File: src/rtl/safe_pkg.sv
// rtl/safe_pkg.sv - shared cracker state encoding, width helpers and default safe timing
package safe_pkg;

    localparam int DEF_WIDTH        = 10;
    localparam int DEF_HINT_LAT     = 2;
    localparam int DEF_ENTER_CYCLES = 4;
    localparam int DEF_TIMEOUT      = 16;

    typedef enum logic [3:0] {
        ST_IDLE    = 4'd0,
        ST_BASE    = 4'd1,
        ST_FLIP    = 4'd2,
        ST_SETTLE  = 4'd3,
        ST_DECIDE  = 4'd4,
        ST_SUBMIT  = 4'd5,
        ST_CONFIRM = 4'd6,
        ST_DONE    = 4'd7,
        ST_FAIL    = 4'd8
    } cracker_state_t;

    // Width of the safe's Hamming-distance hint for a given password width
    function automatic int hint_w(input int width);
        return $clog2(width + 1);
    endfunction

    function automatic int max3(input int a, input int b, input int c);
        int m;
        m = (a > b) ? a : b;
        return (m > c) ? m : c;
    endfunction

endpackage

File: src/rtl/cracker_timer.sv
// rtl/cracker_timer.sv - loadable down-counter with zero flag for cracker phase durations
module cracker_timer #(
    parameter int W = 4
) (
    input  logic         clk,
    input  logic         rst_n,
    input  logic         load,
    input  logic [W-1:0] load_val,
    output logic         zero
);

    logic [W-1:0] count;

    // Load on phase entry, then count down and park at zero
    always_ff @(posedge clk or negedge rst_n) begin
        if (!rst_n) begin
            count <= '0;
        end else if (load) begin
            count <= load_val;
        end else if (count != '0) begin
            count <= count - W'(1);
        end
    end

    assign zero = (count == '0);

endmodule

File: src/rtl/safe_cracker.sv
// rtl/safe_cracker.sv - one-probe-per-bit password recovery agent; CRACKER_EARLY_EXIT_EN enables early submit
module safe_cracker
    import safe_pkg::*;
#(
    parameter int WIDTH        = DEF_WIDTH,
    parameter int HINT_LAT     = DEF_HINT_LAT,
    parameter int ENTER_CYCLES = DEF_ENTER_CYCLES,
    parameter int TIMEOUT      = DEF_TIMEOUT
) (
    input  logic                          clk,
    input  logic                          RESETN,
    input  logic                          start,
    input  logic [hint_w(WIDTH)-1:0]      hint,
    input  logic                          LOCKED,
    output logic [WIDTH-1:0]              guess,
    output logic                          ENTER,
    output logic                          busy,
    output logic                          done,
    output logic                          fail,
    output logic [$clog2(WIDTH+2)-1:0]    probes
);

    localparam int HW   = hint_w(WIDTH);
    localparam int PW   = $clog2(WIDTH + 2);
    localparam int IW   = (WIDTH > 1) ? $clog2(WIDTH) : 1;
    localparam int TMAX = max3(HINT_LAT, ENTER_CYCLES, TIMEOUT);
    localparam int TW   = $clog2(TMAX + 1);

    // Timer counts load_val..0 inclusive, so each phase loads its length minus one
    localparam logic [TW-1:0] T_HINT  = TW'(HINT_LAT - 1);
    localparam logic [TW-1:0] T_ENTER = TW'(ENTER_CYCLES - 1);
    localparam logic [TW-1:0] T_TMO   = TW'(TIMEOUT - 1);

`ifdef CRACKER_EARLY_EXIT_EN
    localparam bit EARLY_EXIT = 1'b1;
`else
    localparam bit EARLY_EXIT = 1'b0;
`endif

    cracker_state_t  state, state_nxt;
    logic            tmr_load;
    logic [TW-1:0]   tmr_val;
    logic            tmr_zero;
    logic [IW-1:0]   idx;
    logic [HW-1:0]   base;
    logic [WIDTH-1:0] flip_mask;
    logic            hint_zero;
    logic            dist_dn;
    logic            dist_up;
    logic            last_bit;
    logic            solved;

    cracker_timer #(.W(TW)) u_timer (
        .clk      (clk),
        .rst_n    (RESETN),
        .load     (tmr_load),
        .load_val (tmr_val),
        .zero     (tmr_zero)
    );

    assign flip_mask = WIDTH'(1) << idx;
    assign hint_zero = ~|hint;
    // A flip that helps drops distance by one; base==0 can never drop further
    assign dist_dn   = (base != '0) && (base - HW'(1) == hint);
    assign dist_up   = ({1'b0, hint} == ({1'b0, base} + (HW+1)'(1)));
    assign last_bit  = (idx == IW'(WIDTH - 1));
    assign solved    = dist_dn && hint_zero;

    // State register
    always_ff @(posedge clk or negedge RESETN) begin
        if (!RESETN) begin
            state <= ST_IDLE;
        end else begin
            state <= state_nxt;
        end
    end

    // Next-state logic and timer loading on phase entry
    always_comb begin
        state_nxt = state;
        tmr_load  = 1'b0;
        tmr_val   = '0;
        case (state)
            ST_IDLE, ST_DONE, ST_FAIL: begin
                if (start) begin
                    state_nxt = ST_BASE;
                    tmr_load  = 1'b1;
                    tmr_val   = T_HINT;
                end
            end
            ST_BASE: begin
                if (tmr_zero) begin
                    if (EARLY_EXIT && hint_zero) begin
                        state_nxt = ST_SUBMIT;
                        tmr_load  = 1'b1;
                        tmr_val   = T_ENTER;
                    end else begin
                        state_nxt = ST_FLIP;
                    end
                end
            end
            ST_FLIP: begin
                state_nxt = ST_SETTLE;
                tmr_load  = 1'b1;
                tmr_val   = T_HINT;
            end
            ST_SETTLE: begin
                if (tmr_zero) begin
                    state_nxt = ST_DECIDE;
                end
            end
            ST_DECIDE: begin
                if (!(dist_dn || dist_up)) begin
                    state_nxt = ST_FAIL;
                end else if (last_bit || (EARLY_EXIT && solved)) begin
                    state_nxt = ST_SUBMIT;
                    tmr_load  = 1'b1;
                    tmr_val   = T_ENTER;
                end else begin
                    state_nxt = ST_FLIP;
                end
            end
            ST_SUBMIT: begin
                if (tmr_zero) begin
                    state_nxt = ST_CONFIRM;
                    tmr_load  = 1'b1;
                    tmr_val   = T_TMO;
                end
            end
            ST_CONFIRM: begin
                if (!LOCKED) begin
                    state_nxt = ST_DONE;
                end else if (tmr_zero) begin
                    state_nxt = ST_FAIL;
                end
            end
            default: state_nxt = ST_IDLE;
        endcase
    end

    // Moore outputs; ENTER follows state so reset drops it without waiting for a clock
    always_comb begin
        ENTER = (state == ST_SUBMIT);
        done  = (state == ST_DONE);
        fail  = (state == ST_FAIL);
        busy  = (state == ST_BASE)   || (state == ST_FLIP)   || (state == ST_SETTLE) ||
                (state == ST_DECIDE) || (state == ST_SUBMIT) || (state == ST_CONFIRM);
    end

    // Guess, bit index, baseline distance and probe count
    always_ff @(posedge clk or negedge RESETN) begin
        if (!RESETN) begin
            guess  <= '0;
            idx    <= '0;
            base   <= '0;
            probes <= '0;
        end else begin
            case (state)
                ST_IDLE, ST_DONE, ST_FAIL: begin
                    if (start) begin
                        guess  <= '0;
                        idx    <= '0;
                        base   <= '0;
                        probes <= '0;
                    end
                end
                ST_BASE: begin
                    if (tmr_zero) begin
                        base   <= hint;
                        probes <= probes + PW'(1);
                    end
                end
                ST_FLIP: begin
                    guess <= guess ^ flip_mask;
                end
                ST_DECIDE: begin
                    probes <= probes + PW'(1);
                    if (dist_dn) begin
                        base <= hint;
                    end else if (dist_up) begin
                        guess <= guess ^ flip_mask;
                    end
                    if (dist_dn || dist_up) begin
                        idx <= idx + IW'(1);
                    end
                end
                default: ;
            endcase
        end
    end

endmodule
File: config.mk
export PLATFORM = sky130hd
export DESIGN_NAME = safe_cracker
export DESIGN_NICKNAME = d
export VERILOG_FILES = /design/src/rtl/safe_pkg.sv /design/src/rtl/cracker_timer.sv /design/src/rtl/safe_cracker.sv
export SDC_FILE = /design/constraint.sdc
export NUM_CORES = 1
export LEC_CHECK = 0
export CORE_AREA = 2 2 67 69
export CTS_CLUSTER_DIAMETER = 200
export CTS_CLUSTER_SIZE = 30
export DETAILED_ROUTE_END_ITERATION = 7
export DIE_AREA = 0 0 69 71
export GPL_TIMING_DRIVEN = 0
export PLACE_DENSITY = 0.85
export SYNTH_ARGS = -nofsm -noshare
export SYNTH_HDL_FRONTEND = slang
export SYNTH_SLANG_ARGS = --single-unit
File: constraint.sdc
create_clock -name clk -period 2.2 [get_ports clk]
set_input_delay 0.22 -clock clk [delete_from_list [all_inputs] [get_ports clk]]
set_output_delay 0.22 -clock clk [all_outputs]
set_load 0.05 [all_outputs]
==> results.md <==
- The run finished, with violations left.
- The final reports fail on hold timing.
- Synthesis inferred 31 register bits.
- The achievable frequency is around 470 MHz.
- Of all flip-flops after synthesis, the portion carrying an async set or reset was 100%.
- The H-tree generated during clock tree synthesis spans 2 levels.
- The tree is rooted in a clkbuf_8.
- The die covers ~4900 um^2.
- Once detail routing completed, the nets flagged for antenna violations numbered 0.
- For this run, the leading register cell type out of synthesis is dfrtp_1.
- Once placement finished, the instance area stood at about 2500 um^2.
- The initial antenna violation count is 0.
- Data on the critical path arrives at its endpoint at between 1.5 and 2 ns.
- The final setup skew is 0.00468 ns.
- Final hold analysis gives a worst-case slack of -0.0219 ns.
- The synthesized net count is 255.
- Ranked by instance count, the synthesized netlist is headed by 33 x nand2_1, 31 x dfrtp_1, 16 x mux2i_1.
- Adding up every negative setup slack in the final design gives 0 ns.
- The first-pass GRT wire length is slightly above 8000 um.
- Global routing consumed, over all layers together, 21.1% of the routing resources.
- The global placement routability congestion is between 0.8 and 0.9.
- The number of design-rule violations left by the first detailed-router iteration is 177.
- Clock latency on the worst-skew pair, taken at its later pin, is ~0.29 ns.
- The slowest stage of the critical path is the clkdlybuf4s15_1 cell.
- The final worst setup slack is about 0.067 ns.
- The design area is approximately 2700 um^2.
- The initial standard-cell utilization of the core is a little over half.
- The number of hold violations in the final report is 28.
- The pin slew with the least headroom to its limit is just over 0.7 ns.
- The analysis attributes to cell leakage a power of ~1.1 nW.
- Entering global routing, the biggest net connects 32 pins.
- The worst-case IR drop observed on VDD is approximately 0.00056 V.
- Across the run, the number of max-cap violations was 0.
- The core footprint is about 4200 um^2.
- Cells with a size suffix above 1 make up 15.5% of the layout.
- The number of buffers inserted during clock tree synthesis is 5.
- Yosys attributes the largest share of cell area to dfrtp_1 35%, mux2i_1 7.2%, ha_1 5.6%.
- The number of different library cells in the post-synthesis netlist is approximately 60.
- Cells fill 63.5% of the core in the end.
- In this run, placement finished with an instance count of approximately 310.
- The delay of the slowest critical-path stage is around 0.49 ns.
- In this run the tightest slew margin relative to its limit is between 50 and 60%.
- During synthesis, Yosys emitted a total of 0 warnings.
- The post-layout net count is around 290.
- The TritonCTS clock tree is yes.
- Summing internal, switching and leakage power gives 3.65 mW.
- The data required time at the worst endpoint is slightly below 2 ns.
- The synthesized netlist occupies a cell area of between 2000 and 2500 um^2.
- No sink is reached through more buffers than the 2 on the longest clock path.
- The element type at the critical path start is a flip-flop.
- The type of the setup path with the least slack is flip-flop to output port.
- The final instance count without filler cells is about 320.
- The final cycle utilization of the critical path is roughly 97%.
- Summing the sequential cell areas from Yosys gives 34.8% of the chip area.
- The signal on the critical path passes through nor3_2, and2_1, clkdlybuf4s15_1.
- The count of clock tree sinks is 31.
- The average wire per cell in the routed design is 15.1 um.
- The total length of routed wires is about 4900 um.
- 26 I/O pins were placed.
- The number of setup violations in the final report is 0.
- The via count of the first global-routing pass is between 1500 and 2000.
- The post-layout minimum cycle time is 2.13 ns.
- Measured along the y axis, the die boundary spans about 70 um.
- The synthesized design contains 0 enable-type register cells.
- The total overflow reported by the global router is 0.
- Compared with the post-synthesis result, the final layout area differs by 19.6%.
- The repair_antennas step left the layout with diodes totalling 0.
- The average via count per standard cell is ~5.8.
- The library cell with the largest summed area after synthesis is dfrtp_1.
- The die is ~69 um wide.
- The total number of placement rows is 24.
- After clock tree synthesis, the clock-pin slew on the worst setup and hold paths is around 0.070 ns.
- STA classifies the critical path endpoint as an output port.
- In this run the tool buffered the top-level ports with 25 buffer cells.
- After technology mapping, the gate count stands at ~240.
- Across all layers, the routed design uses about 1900 vias.
- The half-perimeter wire length after placement is 3470 um.
- The class of the tightest hold or removal check is input port to async pin.
- The synthesized area per cell is 9.41 um^2.
- The most common cell in the synthesized netlist is nand2_1.
- For this run, design rule violations remaining after detail routing come to 0.
- The final max-slew violation count came to 0.
- The power density of the placed cells is 1370 nW/um^2.
- The pre-CTS setup slack is -0.144 ns.
- The top cell type's share of synthesized area is 34.8%.
- The largest fanout of any net on the critical path is 8.
- The total iterations of the first detailed-routing run is 4.
-- power breakdown --
part,internal [mW],leakage [nW],switching (mW)
Combinational,0.849,0.680,1.41
Clock,0.216,0.0477,0.219
Sequential,0.757,0.410,0.198
-- cell usage in the layout, fill, tap and decap left out, types with 4 or more instances in the layout --
cell             instances
clkdlybuf4s50_1         20
inv_1                   14
mux2i_1                 16
and3_1                   4
dfrtp_1                 30
nand3_1                  6
nor3_1                   6
nand4_1                  5
a21oi_1                 12
ha_1                     9
nor2_1                   9
nand2b_1                12
nand2_1                 32
xnor2_1                  4
buf_2                    5
xor2_1                   5
clkbuf_8                 5
-- repair_timing --
action                     CTS  global route
setup buffers                0             1
gates resized for setup      5            10
setup endpoints to repair   11            24
pin swaps                    1             4
hold buffers                 0             0
-- sequential cells by signal, indices dropped and copies added (netlist names) --
name and count:
idx 4, probes 4, base 4, guess 10, state 4, u_timer.count 5
-- final timing paths --
path | from | end | slack [ns] | cells after the start
worst max-delay path | state[0] | fail | 0.07 | 3
worst min register to register | probes[3] | probes[3] | 0.54 | 2
max in group asynchronous | RESETN | base[0] | 1.71 | 1
worst max register to register | u_timer.count[0] | base[3] | 0.09 | 7
worst min-delay path | RESETN | state[0] | -0.02 | 1
min in group clk | hint[0] | base[0] | 0.52 | 3
-- worst max-delay path, delay by kind of cell (launching register included) --
kind,cells,cell delay (ns)
DFF,1,0.48
and+or+nand+nor,2,0.65
buffers and inverters,1,0.49
-- layout make-up --
| class | instances | area, um^2 |
|---|---|---|
| Inverter | 14 | 52.6 |
| Clock buffer | 5 | 68.8 |
| Buffer | 9 | 57.6 |
| Sequential cell | 31 | 777 |
| Multi-Input combinational cell | 183 | 1380 |
| Clock inverter | 3 | 15.0 |
| Tap cell | 52 | 65.1 |
| Fill cell | 361 | 1540 |
| Timing Repair Buffer | 26 | 249 |
-- routing by layer --
metal  wire, um  share of wire, %  GRT usage (%)
met3        210               4.3           4.42
met4         73               1.5           10.9
met1       2080                43           25.6
met2       2510                51           35.7
met5          0                 0              0
-- kinds of logic (layout without fill, tap and decap cells) --
logic type | after synthesis | count (layout) | synth area share, %
simple gates | 100 | 100 | 25.9
compound gates | 46 | 46 | 16.7
flops | 31 | 31 | 34.8
buf+inv | 23 | 57 | 4.94
mux | 16 | 16 | 7.18
xor+xnor | 11 | 11 | 4.99
fa+ha+maj | 10 | 10 | 5.61
No activity file was read; power rests on OpenSTA's default activity.
